File: config.mk
export PLATFORM = sky130hd
export DESIGN_NAME = alu_exec
export DESIGN_NICKNAME = d
export VERILOG_FILES = /design/src/rtl/alu_exec.sv
export SDC_FILE = /design/constraint.sdc
export NUM_CORES = 1
export LEC_CHECK = 0
export BUFFER_PORTS_ARGS = -buffer_cell sky130_fd_sc_hd__buf_2
export CAP_MARGIN = 20
export CORE_MARGIN = 3
export CORE_UTILIZATION = 45
export CTS_CLUSTER_DIAMETER = 60
export DETAILED_ROUTE_END_ITERATION = 7
export GPL_ROUTABILITY_DRIVEN = 0
export PLACE_DENSITY = 0.73
export SLEW_MARGIN = 10
export SYNTH_ARGS = -nofsm -noshare
export SYNTH_HDL_FRONTEND = slang
export SYNTH_SLANG_ARGS = --single-unit
File: constraint.sdc
create_clock -name clk -period 6 [get_ports clk]
set_clock_uncertainty 0.1 [all_clocks]
set_input_delay 0.6 -clock clk [delete_from_list [all_inputs] [get_ports clk]]
set_output_delay 0.6 -clock clk [all_outputs]
set_load 0.005 [all_outputs]
File: src/rtl/alu_exec.sv
// alu_exec: two-stage pipelined integer ALU with a valid/ready handshake.
// Stage 1 registers the opcode and operands; stage 2 computes and registers
// result, zero, ovf and illegal. Backpressure from out_ready stalls both stages.
// Optional feature macro: ALU_EXEC_OVF_EN enables the signed-overflow flag
// for ADD/SUB. Without it ovf is a constant 0 (SLT still corrects internally).
module alu_exec #(
    parameter int WIDTH = 32
) (
    input  logic             clk,
    input  logic             rst_n,
    input  logic             in_valid,
    output logic             in_ready,
    input  logic [3:0]       alu_c,
    input  logic [WIDTH-1:0] src_a,
    input  logic [WIDTH-1:0] src_b,
    output logic             out_valid,
    input  logic             out_ready,
    output logic [WIDTH-1:0] result,
    output logic             zero,
    output logic             ovf,
    output logic             illegal
);

    localparam logic [3:0] OP_AND  = 4'b0000;
    localparam logic [3:0] OP_OR   = 4'b0001;
    localparam logic [3:0] OP_XOR  = 4'b0010;
    localparam logic [3:0] OP_NOR  = 4'b0011;
    localparam logic [3:0] OP_SLT  = 4'b0100;
    localparam logic [3:0] OP_NAND = 4'b0101;
    localparam logic [3:0] OP_ADD  = 4'b1000;
    localparam logic [3:0] OP_SUB  = 4'b1001;

    logic             s1_v;
    logic             s2_v;
    logic             s2_adv;
    logic             load_s2;
    logic [3:0]       s1_c;
    logic [WIDTH-1:0] s1_a;
    logic [WIDTH-1:0] s1_b;

    logic [WIDTH-1:0] sum;
    logic [WIDTH-1:0] diff;
    logic             sub_ovf;
    logic             lt;
    logic [WIDTH-1:0] res_c;
    logic             illegal_c;

    // Stage 2 may take new data when it is empty or being drained this cycle.
    assign s2_adv    = !s2_v || out_ready;
    assign in_ready  = !s1_v || s2_adv;
    assign load_s2   = s2_adv && s1_v;
    assign out_valid = s2_v;

    // Valid bits for both stages; reset discards anything in flight.
    always_ff @(posedge clk or negedge rst_n) begin
        if (!rst_n) begin
            s1_v <= 1'b0;
            s2_v <= 1'b0;
        end else begin
            if (in_ready) s1_v <= in_valid;
            if (s2_adv)   s2_v <= s1_v;
        end
    end

    // Stage 1 operand capture; contents are meaningless while s1_v is low.
    always_ff @(posedge clk) begin
        if (in_ready && in_valid) begin
            s1_c <= alu_c;
            s1_a <= src_a;
            s1_b <= src_b;
        end
    end

    // Arithmetic shared by ADD/SUB/SLT; SLT uses the overflow-corrected sign.
    always_comb begin
        sum     = s1_a + s1_b;
        diff    = s1_a - s1_b;
        sub_ovf = (s1_a[WIDTH-1] != s1_b[WIDTH-1]) && (diff[WIDTH-1] != s1_a[WIDTH-1]);
        lt      = diff[WIDTH-1] ^ sub_ovf;
    end

    // Opcode decode; undefined codes produce a zero result and the illegal flag.
    always_comb begin
        res_c     = '0;
        illegal_c = 1'b0;
        case (s1_c)
            OP_AND:  res_c = s1_a & s1_b;
            OP_OR:   res_c = s1_a | s1_b;
            OP_XOR:  res_c = s1_a ^ s1_b;
            OP_NOR:  res_c = ~(s1_a | s1_b);
            OP_SLT:  res_c = {{(WIDTH-1){1'b0}}, lt};
            OP_NAND: res_c = ~(s1_a & s1_b);
            OP_ADD:  res_c = sum;
            OP_SUB:  res_c = diff;
            default: illegal_c = 1'b1;
        endcase
    end

    // Stage 2 result registers; held while the consumer stalls or the pipe is empty.
    always_ff @(posedge clk or negedge rst_n) begin
        if (!rst_n) begin
            result  <= '0;
            zero    <= 1'b0;
            illegal <= 1'b0;
        end else if (load_s2) begin
            result  <= res_c;
            zero    <= (res_c == '0);
            illegal <= illegal_c;
        end
    end

`ifdef ALU_EXEC_OVF_EN
    logic add_ovf;
    logic ovf_c;
    logic ovf_q;

    // Signed overflow is only meaningful for ADD and SUB.
    always_comb begin
        add_ovf = (s1_a[WIDTH-1] == s1_b[WIDTH-1]) && (sum[WIDTH-1] != s1_a[WIDTH-1]);
        ovf_c   = 1'b0;
        if (s1_c == OP_ADD) ovf_c = add_ovf;
        if (s1_c == OP_SUB) ovf_c = sub_ovf;
    end

    // Overflow flag register, loaded alongside the result.
    always_ff @(posedge clk or negedge rst_n) begin
        if (!rst_n)       ovf_q <= 1'b0;
        else if (load_s2) ovf_q <= ovf_c;
    end

    assign ovf = ovf_q;
`else
    assign ovf = 1'b0;
`endif

endmodule

=== Word-level counts from Yosys, hierarchy flattened ===
Index checks and enable logic that the tools add are counted.

* Add/sub/neg operators: 2
* Equality and inequality tests: 9
* Multiplexer cells: 2
* Bitwise operators: 6
* Reductions and logical operators: 10

{| class="wikitable"
|+ Operator list
! kind !! count
|-
| $pmux W32 S8 || 1
|-
| $not A32 Y32 || 2
|-
| $add A32 B32 Y32 || 1
|-
| $and A32 B32 Y32 || 1
|-
| $logic_not A32 Y1 || 1
|-
| $or A32 B32 Y32 || 1
|-
| $sub A32 B32 Y32 || 1
|-
| $xor A32 B32 Y32 || 1
|-
| $eq A4 B2 Y1 const B || 2
|-
| $eq A4 B3 Y1 const B || 2
|-
| $eq A4 B4 Y1 const B || 2
|-
| $reduce_or A8 Y1 || 1
|-
| $eq A4 B1 Y1 const B || 1
|-
| $logic_not A4 Y1 || 1
|-
| $logic_and A1 B1 Y1 || 3
|-
| $logic_not A1 Y1 || 2
|-
| $logic_or A1 B1 Y1 || 2
|-
| $ne A1 B1 Y1 || 2
|-
| $mux W1 || 1
|-
| $xor A1 B1 Y1 || 1
|}

* Register bits after elaboration: 104

=== Depth between registers and ports, before layout ===
Gate-level depths: netlist (run 1).

* Depth in word-level cells: 6
* Gate-level depth with buffers: 25

=== Least setup slack after synthesis (run 1) ===
No wires, ideal clock.

* Kind: register -> register
* From: reg s1_a[8]
* To: reg zero
* Library setup time: 0.068 ns
* Arrival: 4.811 ns
* Setup slack: 1.021 ns
* Stages on the path, launching flop included: 26
* Buffers on the path: 1
* Clock period less this slack: 4.979 ns
* Cell sequence: edfxtp_1 > inv_1 > ha_1 > buf_2 > nor3_1 > nand2_1 > a211oi_1 > o21ai_0 > a41oi_1 > o41ai_1 > o21bai_1 > a21oi_1 > o21bai_1 > a21oi_1 > fa_1 > and3b_1 > a21oi_1 > o21a_1 > o221ai_1 > a311oi_1 > nand4_1 > nor3_1 > nand4bb_1 > or4_1 > nor4_1 > a32o_1

* Word-level cells in the longest chain between the ends: 6
* Elaborated cells between the ends (all ways): 12

{| class="wikitable"
|+ Ends and longest elaborated chain
! what !! line !! source
|-
| from (decl) || 38 || <nowiki>logic [WIDTH-1:0] s1_a;</nowiki>
|-
| from (signal assigned) || 69 || <nowiki>s1_a <= src_a;</nowiki>
|-
| $sub A32 B32 Y32 || 77 || <nowiki>diff = s1_a - s1_b;</nowiki>
|-
| $ne A1 B1 Y1 || 78 || <nowiki>sub_ovf = (s1_a[WIDTH-1] != s1_b[WIDTH-1]) && (diff[WIDTH-1] != s1_a[WIDTH-1]);</nowiki>
|-
| $logic_and A1 B1 Y1 || 78 ||
|-
| $xor A1 B1 Y1 || 79 || <nowiki>lt = diff[WIDTH-1] ^ sub_ovf;</nowiki>
|-
| $pmux W32 S8 (*) || 86 || <nowiki>case (s1_c)</nowiki>
|-
| $logic_not A32 Y1 (*) || 107 || <nowiki>zero <= (res_c == '0);</nowiki>
|-
| to (signal assigned) || 107 ||
|-
| to (decl) || 19 || <nowiki>output logic zero,</nowiki>
|}

Every way passes the cells marked *; elsewhere a longest branch is shown, timed or not.
A chain may end at the register's enable or synchronous reset.

=== Final worst setup path (run 1) ===
* From: reg s1_a[1]
* To: reg zero

The elaborated chain is that of the path after synthesis.

==> impl_metrics.py, run 1 <==
metrics = {
    "synth": {
        "ys_warn_count": 0,
        "syn_area_mm2": 0.009691,
        "synth-seq-area-share_pct": 30.37,
        "synthFlopType": "edfxtp_1",
        "async_flop_share_pct": 34.62,
        "synth.avg_cell_area_um2": 8.629,
        "synth.distinct_cells": 85,
        "synthesis.instances": 1123,
        "synth_edf_count": 68,
        "ys_seq_elements": 104,
        "synth_fp_nets": 1298,
    },
    "clock_tree": {
        "cts.clk_slew.worst_paths_ns": 0.08,
        "cts_buffers": 9,
        "clock_latency_ns": 0.36,
        "clk_path_buf_depth": 2,
        "cts-htree-levels": 3,
        "cts_tree": "yes",
        "cts.sinks": 104,
        "cts-root-buf": "clkbuf_16",
    },
    "detailed_routing": {
        "totalWireLength_mm": 28.21,
        "ant_nets": 0,
        "wl_per_cell_um": 19.03,
        "drcViolationCount": 0,
        "firstDrtPassIters": 6,
        "via_per_inst": 6.220,
        "drt_iter0_markers": 1255,
        "vias": 9218,
    },
    "sta": {
        "final.setup.tns_ns": 0,
        "post-route-period-util_pct": 94.20,
        "relSlewSlack_pct": 34.15,
        "min_period_ns": 5.652,
        "setup-violations-final": 0,
        "slew_violations": 0,
        "fmax_mhz": 176.9,
        "max_slew.worst_pin.slew_ns": 0.9853,
        "final_hold_viol_count": 0,
    },
    "setup_path": {
        "path_max_fanout": 4,
        "cp_slowest_cell": "or4_1",
        "crit_family": "compound AO/OA/AOI/OAI gates",
        "cp-start-kind": "flop",
        "cp-end-kind": "flop",
        "worst-setup-path-type": "flop to flop",
        "crit_arrival_ns": 5.85,
        "max_stage_delay_ns": 0.54,
        "cp.required_ns": 6.20,
        "path_cells": "inv_1 > ha_1 > o21bai_1 > nand3_1 > a211oi_2 > o21ai_0 > a41oi_1 > o41ai_1 > o21bai_1 > a21oi_1 > o21bai_1 > a21oi_1 > fa_1 > and3b_1 > a21oi_1 > o21a_1 > o221ai_1 > a311oi_1 > nand4_1 > nor3_1 > nand4bb_1 > or4_1 > nor4_1 > a32o_1",
        "critPathBufInv": 1,
    },
    "placement": {
        "hpwlAfterDp_mm": 21.38,
        "io_buffers": 107,
        "place_inst": 1465,
    },
    "floorplan": {
        "chipWidth_um": 152.7,
        "dieArea_mm2": 0.02333,
        "pin_count": 109,
        "core-area_mm2": 0.02109,
        "initial_utilization_pct": 45.95,
        "rows": 53,
        "chipHeight_um": 152.7,
    },
    "final_layout": {
        "drive_above_1_share_pct": 14.83,
        "n_fill_cell": 1988,
        "antenna-diode-count": 0,
        "syn_to_final_growth_pct": 10.99,
        "multi_input_area_mm2": 0.006038,
        "fin_cells": 1482,
        "nNetsFinal": 1377,
        "seq_area_mm2": 0.002943,
    },
    "global_routing": {
        "grt_antenna_before_repair": 0,
        "grt_use_total_pct": 23.45,
        "grt_pass1_wl_mm": 44.82,
        "overflow": 0,
        "grt_pass1_vias": 8585,
        "grt_max_degree": 69,
    },
    "pwr": {
        "netSwitchingFraction_pct": 37.06,
        "power_frac_clock_pct": 25.4,
        "intPower_uw": 1443,
        "p_seq_share_pct": 38.5,
        "irDropWorstVdd_mv": 0.1113,
        "finalPower_uw": 2293,
        "switching_power_uw": 849.7,
        "p_comb_share_pct": 36.1,
        "powerDensity_mw_per_mm2": 213.2,
        "power.leakage_uw": 0.004716,
    },
    "outcome": {
        "status": "finished, final reports clean",
    },
    "job": {
        "drv_cap": 0,
    },
    "worst_hold_path": {
        "hold_class": "primary input to asynchronous set/reset pin",
    },
}
-- stage by stage --
| step | instance area, µm² | hold WS, ns | utilization, % | setup WS (ns) |
|---|---|---|---|---|
| 2_1_floorplan | 9691 | 0.2044 | - | 1.021 |
| 3_3_place_gp | 10460 | 0.3637 | 49.60 | 0.4664 |
| 3_5_place_dp | 10460 | 0.3658 | 49.60 | 0.2777 |
| 4_1_cts | 10750 | 0.2291 | 50.96 | 0.2440 |
| 5_1_grt | 10760 | 0.2759 | 51.00 | -0.005728 |
| 6_report | 10760 | 0.2073 | 51.00 | 0.3482 |
-- power by group through the flow --
stage          clock (µW)  combinational [µW]  sequential, µW
6_report              583                 829             882
5_1_grt               627                 901             891
4_1_cts               595                 807             882
3_5_place_dp            0                 802             898
3_3_place_gp            0                 789             894
2_1_floorplan           0                 560             891
-- per-layer routing --
metal / global-route usage [%] / wire (µm)
met1: 32.87 / 12090
met2: 35.55 / 12410
met3: 5.141 / 2856
met4: 8.782 / 846
met5: 0.6211 / 0
-- flip-flops by register name (all words and copies together), names as in the netlist --
register   cells
illegal        1
s1_a          32
s1_v           1
out_valid      1
s1_c           4
s1_b          32
result        32
zero           1
-- cell families after synthesis --
kind of cell               count (synthesis)  share of synthesized area (%)
muxes                                     25                          2.647
DFF                                      104                          30.37
other                                      1                        0.03870
adders and majority gates                103                          13.53
xor gates and xnor gates                  21                          1.898
AOI/OAI and AO/OA                        397                          28.48
buffers and inverters                    170                          7.450
and+or+nand+nor                          302                          15.58
-- synthesized netlist by cell type, types with 20 or more instances --
master / number / share of area (%)
ha_1: 100 / 13
inv_1: 98 / 3.8
a21oi_1: 95 / 4.9
nand2_1: 79 / 3.1
nor2_1: 77 / 3.0
edfxtp_1: 68 / 21
o21ai_0: 58 / 3.0
dfrtp_1: 36 / 9.3
clkbuf_1: 33 / 1.3
nor3_1: 23 / 1.2
a211oi_1: 22 / 1.7
buf_2: 22 / 1.1
a31oi_1: 21 / 1.4
mux2i_1: 20 / 2.1
xnor2_1: 20 / 1.8
-- final cells by class --
cell class,instances,area share [%]
multi-input cells,849,56.14
flip-flops and latches,104,27.36
repair buffers,139,7.189
inverters,99,3.455
well taps,275,3.199
clock buffers,9,2.094
clock inverters,7,0.5584
-- path summary, 6_finish.rpt --
kind	from	endpoint	slack [ns]	cells past startpoint
worst min register to register	result[23]	result[23]	0.38	2
worst max register to register	s1_a[1]	zero	0.35	24
worst min-delay path	rst_n	result[26]	0.21	1
worst max-delay path	s1_a[1]	zero	0.35	24
max in group asynchronous	rst_n	result[5]	5.11	1
min in group clk	src_a[13]	s1_a[13]	0.30	1
-- what timing repair did --
action | 4_1_cts | 5_1_grt
setup buffers | 0 | 0
endpoints found under the hold margin | 0 | 0
hold buffers | 0 | 0
endpoints found under the setup margin | 0 | 1
resized for setup | 0 | 1
-- layout by cell type (no fill, tap or decap), types with 7 or more instances in the layout --
| master | instances |
|---|---|
| buf_2 | 108 |
| ha_1 | 100 |
| inv_1 | 98 |
| a21oi_1 | 95 |
| nand2_1 | 79 |
| nor2_1 | 77 |
| edfxtp_1 | 68 |
| o21ai_0 | 58 |
| dfrtp_1 | 36 |
| buf_4 | 31 |
| nor3_1 | 23 |
| a211oi_1 | 21 |
| a31oi_1 | 21 |
| xnor2_1 | 20 |
| mux2i_1 | 20 |
| nor2b_1 | 19 |
| o21bai_1 | 18 |
| a21o_1 | 18 |
| nand3_1 | 17 |
| a22o_1 | 17 |
| a22oi_1 | 15 |
| nor4_1 | 13 |
| o31ai_1 | 13 |
| nand2b_1 | 13 |
| nand4_1 | 11 |
| o221ai_1 | 10 |
| o22ai_1 | 9 |
| clkbuf_16 | 9 |
| o211ai_1 | 8 |
| a221oi_1 | 8 |
| and2_1 | 7 |
| o21a_1 | 7 |
| o22a_1 | 7 |
Note: power is estimated with default switching activity, not from simulation.
==> run 2: changes to the inputs <==
--- a/config.mk
+++ b/config.mk
@@ -12,7 +12,7 @@
 export CTS_CLUSTER_DIAMETER = 60
 export DETAILED_ROUTE_END_ITERATION = 7
 export GPL_ROUTABILITY_DRIVEN = 0
-export PLACE_DENSITY = 0.73
+export PLACE_DENSITY = 0.71
 export SLEW_MARGIN = 10
 export SYNTH_ARGS = -nofsm -noshare
 export SYNTH_HDL_FRONTEND = slang
==> run 2 against run 1 <==
Net effect: the run now ends with design-rule violations left; setup slack worse by 0.028 ns; global-route usage increased by 0.22 points; wire length increased by 2.2%; sequential power is essentially flat; sequential share of layout area fell by 0.21 points; sequential cell count unchanged; largest cell class unchanged.
==> impl_metrics.py, run 2 (synthesized netlist as in run 1, its figures left out) <==
metrics = {
    "outcome": {
        "status": "finished with violations",
        "failed_checks": "design-rule violations",
    },
    "sta": {
        "max_slew.worst_pin.slew_ns": 1.007,
        "fmax_mhz": 176.1,
        "slew_violations": 0,
        "setup-violations-final": 0,
        "post-route-period-util_pct": 94.67,
        "min_period_ns": 5.680,
        "relSlewSlack_pct": 32.04,
        "final_hold_viol_count": 0,
    },
    "detailed_routing": {
        "vias": 9204,
        "ant_nets": 0,
        "wl_per_cell_um": 19.46,
        "drcViolationCount": 1,
        "via_per_inst": 6.215,
        "drt_iter0_markers": 1361,
        "firstDrtPassIters": 8,
        "totalWireLength_mm": 28.82,
    },
    "global_routing": {
        "overflow": 0,
        "grt_max_degree": 73,
        "grt_pass1_vias": 8558,
        "grt_pass1_wl_mm": 45.57,
        "grt_use_total_pct": 23.67,
        "grt_antenna_before_repair": 0,
    },
    "pwr": {
        "powerDensity_mw_per_mm2": 218.1,
        "irDropWorstVdd_mv": 0.1247,
        "power.leakage_uw": 0.004748,
        "power_frac_clock_pct": 27.4,
        "intPower_uw": 1533,
        "finalPower_uw": 2364,
        "netSwitchingFraction_pct": 35.16,
        "p_comb_share_pct": 35.2,
        "p_seq_share_pct": 37.4,
        "switching_power_uw": 831.1,
    },
    "setup_path": {
        "crit_family": "compound AO/OA/AOI/OAI gates",
        "cp-end-kind": "flop",
        "cp_slowest_cell": "or4_1",
        "r2r-start": "s1_a[1]",
        "max_stage_delay_ns": 0.55,
        "crit_arrival_ns": 5.88,
        "cp-start-kind": "flop",
        "critPathBufInv": 1,
        "path_cells": "inv_1 > ha_1 > o21bai_1 > nand3_1 > a211oi_4 > o21ai_0 > a41oi_2 > o41ai_1 > o21bai_1 > a21oi_1 > o21bai_1 > a21oi_1 > fa_1 > and3b_1 > a21oi_1 > o21a_1 > o221ai_1 > a311oi_1 > nand4_1 > nor3_1 > nand4bb_1 > or4_1 > nor4_1 > a32o_1",
        "cp.required_ns": 6.20,
        "r2r_slack_ns": 0.32,
        "rr_worst_depth": 24,
        "timing.rr.end": "zero",
        "path_max_fanout": 4,
        "worst-setup-path-type": "flop to flop",
    },
    "final_layout": {
        "reg_top3": "result x32, s1_a x32, s1_b x32",
        "antenna-diode-count": 0,
        "syn_to_final_growth_pct": 11.87,
        "layout_common_cells": "buf_2, ha_1, inv_1",
        "seq_area_mm2": 0.002943,
        "multi_input_area_mm2": 0.006060,
        "design_area_mm2": 0.01084,
        "n_fill_cell": 1996,
        "nNetsFinal": 1377,
        "fin_cells": 1481,
        "drive_above_1_share_pct": 15.01,
        "final_common_cell": "buf_2",
    },
    "clock_tree": {
        "cts-htree-levels": 3,
        "clk_path_buf_depth": 2,
        "cts-root-buf": "clkbuf_16",
        "clock_latency_ns": 0.37,
        "cts_buffers": 9,
        "cts.sinks": 104,
        "cts.clk_slew.worst_paths_ns": 0.07,
        "cts_tree": "yes",
    },
    "placement": {
        "hpwlAfterDp_mm": 21.28,
        "io_buffers": 107,
        "place_inst": 1462,
        "placed_cell_area_mm2": 0.01045,
    },
    "floorplan": {
        "initial_utilization_pct": 45.95,
        "pin_count": 109,
        "rows": 53,
        "chipWidth_um": 152.7,
        "core-area_mm2": 0.02109,
        "chipHeight_um": 152.7,
        "dieArea_mm2": 0.02333,
    },
    "worst_hold_path": {
        "hold_class": "primary input to asynchronous set/reset pin",
    },
    "job": {
        "drv_cap": 0,
    },
}
run 2: cell types whose count changed in the layout (fill, tap and decap cells not counted), sizes merged:
cell    before  now
clkbuf       9   13
clkinv       2    1
inv        104  100
run 2: worst max-delay path by stage:
stage                 start  depth (start not counted)   end  slack, ns
floorplan           s1_a[8]                         25  zero       1.02
global placement    s1_a[1]                         24  zero       0.46
detailed placement  s1_a[1]                         24  zero       0.19
CTS                 s1_a[1]                         24  zero       0.16
global route        s1_a[1]                         24  zero      -0.03
finish              s1_a[1]                         24  zero       0.32
run 2: cell type report:
type	instances	share of cell area (%)
clock buffer	13	3.001
inverter	99	3.428
timing repair buffer	139	7.248
multi-input combinational	849	55.90
sequential	104	27.15
clock inverter	2	0.1039
tap	275	3.174
run 2: what timing repair did:
action | CTS | global route
endpoints found under the setup margin | 0 | 1
buffers inserted | 0 | 3
resized for setup | 0 | 5
hold buffers | 0 | 0
run 2: routing by layer:
metal  part of all wire, %  global-route usage, %
met1                    43                  33.23
met2                    44                  36.31
met3                    10                  5.623
met4                   2.6                  7.382
met5                     0                      0
run 2: per-stage QoR:
step                TNS (ns)  hold WS [ns]  util, %  setup WS [ns]
floorplan                  0        0.2044        -          1.021
global placement           0        0.3570    49.56         0.4649
detailed placement         0        0.3714    49.56         0.1914
CTS                        0        0.2221    51.15         0.1644
global route        -0.02639        0.2626    51.41       -0.02639
finish                     0        0.2004    51.41         0.3198
run 2: power groups by stage:
stage          Combinational (µW)  Clock, µW  Sequential, µW
3_3_place_gp                  787          0             896
6_report                      833        647             884
3_5_place_dp                  799          0             900
4_1_cts                       805        658             884
5_1_grt                       904        691             893
2_1_floorplan                 560          0             891
==> run 3: changes to the inputs <==
--- a/config.mk
+++ b/config.mk
@@ -5,14 +5,14 @@
 export SDC_FILE = /design/constraint.sdc
 export NUM_CORES = 1
 export LEC_CHECK = 0
-export BUFFER_PORTS_ARGS = -buffer_cell sky130_fd_sc_hd__buf_2
 export CAP_MARGIN = 20
 export CORE_MARGIN = 3
 export CORE_UTILIZATION = 45
 export CTS_CLUSTER_DIAMETER = 60
 export DETAILED_ROUTE_END_ITERATION = 7
+export DONT_BUFFER_PORTS = 1
 export GPL_ROUTABILITY_DRIVEN = 0
-export PLACE_DENSITY = 0.71
+export PLACE_DENSITY = 0.67
 export SLEW_MARGIN = 10
 export SYNTH_ARGS = -nofsm -noshare
 export SYNTH_HDL_FRONTEND = slang
==> run 3 against run 2 <==
Net effect: the flow now finishes without violations; non-clock buffer count down 108; maximum frequency up 2.2%; first-iteration DRC count down 18%.
==> impl_metrics.py, run 3 (synthesized netlist as in run 1, its figures left out) <==
metrics = {
    "global_routing": {
        "grt_max_degree": 73,
        "overflow": 0,
        "grt_busiest_layer": "met2",
        "use_met2_pct": 35.01,
        "globalRouteMet1Util_pct": 32.96,
        "grt_antenna_before_repair": 0,
        "grt_use_total_pct": 23.22,
        "grt_pass1_wl_mm": 44.54,
        "grt_use_met3_pct": 5.254,
        "grt_pass1_vias": 8232,
    },
    "pwr": {
        "p_seq_share_pct": 39.3,
        "power_frac_clock_pct": 27.0,
        "power.leakage_uw": 0.004276,
        "p_comb_share_pct": 33.6,
        "switching_power_uw": 824.9,
        "finalPower_uw": 2273,
        "intPower_uw": 1449,
        "netSwitchingFraction_pct": 36.28,
        "powerDensity_mw_per_mm2": 221.1,
        "irDropWorstVdd_mv": 0.1343,
    },
    "detailed_routing": {
        "drt_iter0_markers": 1113,
        "vias": 8828,
        "via_per_inst": 6.425,
        "firstDrtPassIters": 8,
        "drcViolationCount": 0,
        "wl_per_cell_um": 20.46,
        "totalWireLength_mm": 28.11,
        "ant_nets": 0,
    },
    "sta": {
        "min_period_ns": 5.557,
        "fmax_mhz": 180.0,
        "rsz0062_at_grt": "false",
        "relSlewSlack_pct": 31.23,
        "final_hold_viol_count": 0,
        "holdWs_ns": 0.2279,
        "layout_setup_ws_ns": 0.4433,
        "setup-violations-final": 0,
        "post-route-period-util_pct": 92.61,
        "final.setup.tns_ns": 0,
        "slew_violations": 0,
        "max_slew.worst_pin.slew_ns": 1.029,
    },
    "clock_tree": {
        "cts-htree-levels": 3,
        "cts_tree": "yes",
        "cts-root-buf": "clkbuf_16",
        "cts_buffers": 9,
        "cts.sinks": 104,
        "clk_path_buf_depth": 2,
        "clock_latency_ns": 0.36,
        "cts.clk_slew.worst_paths_ns": 0.08,
    },
    "floorplan": {
        "dieArea_mm2": 0.02333,
        "chipHeight_um": 152.7,
        "chipWidth_um": 152.7,
        "core-area_mm2": 0.02109,
        "initial_utilization_pct": 45.95,
        "pin_count": 109,
        "rows": 53,
    },
    "placement": {
        "dpl_worst_slack_ns": 0.3630,
        "hpwlAfterDp_mm": 21.05,
        "io_buffers": 0,
    },
    "setup_path": {
        "max_stage_delay_ns": 0.54,
        "cp_slowest_cell": "or4_1",
        "path_cells": "inv_1 > ha_1 > o21bai_1 > nand3_1 > a211oi_2 > o21ai_0 > a41oi_2 > o41ai_1 > o21bai_1 > a21oi_1 > o21bai_1 > a21oi_1 > fa_1 > and3b_1 > a21oi_1 > o21a_1 > o221ai_1 > a311oi_1 > nand4_1 > nor3_1 > nand4bb_1 > or4_1 > nor4_1 > a32o_1",
        "cp-end-kind": "flop",
        "cp-start-kind": "flop",
        "cp.required_ns": 6.19,
        "worst-setup-path-type": "flop to flop",
        "path_max_fanout": 4,
        "crit_arrival_ns": 5.75,
    },
    "final_layout": {
        "drive_above_1_share_pct": 6.642,
        "reg_top3": "result x32, s1_a x32, s1_b x32",
        "syn_to_final_growth_pct": 6.094,
        "nNetsFinal": 1269,
        "antenna-diode-count": 0,
        "final_common_cell": "ha_1",
        "layout_common_cells": "ha_1, inv_1, a21oi_1",
    },
    "worst_hold_path": {
        "hold_class": "primary input to flop",
    },
    "outcome": {
        "status": "finished, final reports clean",
    },
    "job": {
        "drv_cap": 0,
    },
}
[run 3: routing by layer]
layer  wire length, µm  share of wire (%)
met5                 0                  0
met4               664                2.4
met3              2741                9.8
met2             12270                 44
met1             12440                 44
[run 3: timing repair]
item	4_1_cts	5_1_grt
gates resized for setup	0	4
endpoints found under the setup margin	0	1
hold buffers	2	0
endpoints found under the hold margin	36	0
setup buffers	0	0
[run 3: worst paths after layout]
path	endpoint	start	depth (start not counted)	slack, ns
max	zero	s1_a[1]	24	0.44
min	s1_a[9]	src_a[9]	0	0.23
max reg2reg	zero	s1_a[1]	24	0.44
min reg2reg	result[25]	result[25]	1	0.41
max in group asynchronous	result[0]	rst_n	2	5.01
min in group asynchronous	result[8]	rst_n	2	0.62
[run 3: per-stage QoR]
stage	instance area, µm²	std cells	utilization (%)
2_1_floorplan	9691	1123	-
3_3_place_gp	9908	1354	46.99
3_5_place_dp	9908	1354	46.99
4_1_cts	10250	1372	48.59
5_1_grt	10280	1374	48.75
6_report	10280	1374	48.75
[run 3: final cells by class]
type                       instances  area [µm²]
fill                            1994       10810
clock inverter                     4       31.28
timing repair buffer              31       257.7
clock buffer                      12       277.8
tap                              275       344.1
sequential                       104        2943
inverter                          99       371.6
multi-input combinational        849        6056
[run 3: critical path: cells and delay by family, from the launching register on]
| kind | cells | cell delay, ns |
|---|---|---|
| adder cells (fa/ha/maj) | 2 | 0.69 |
| AO/OA/AOI/OAI | 14 | 2.48 |
| flip-flops | 1 | 0.43 |
| buffers and inverters | 1 | 0.11 |
| AND/OR/NAND/NOR | 7 | 1.66 |
[run 3: power groups by stage]
stage	clock, µW	combinational (µW)	sequential (µW)
floorplan	0	560	891
global placement	0	726	907
detailed placement	0	732	911
CTS	629	743	896
global route	657	837	904
finish	615	764	895
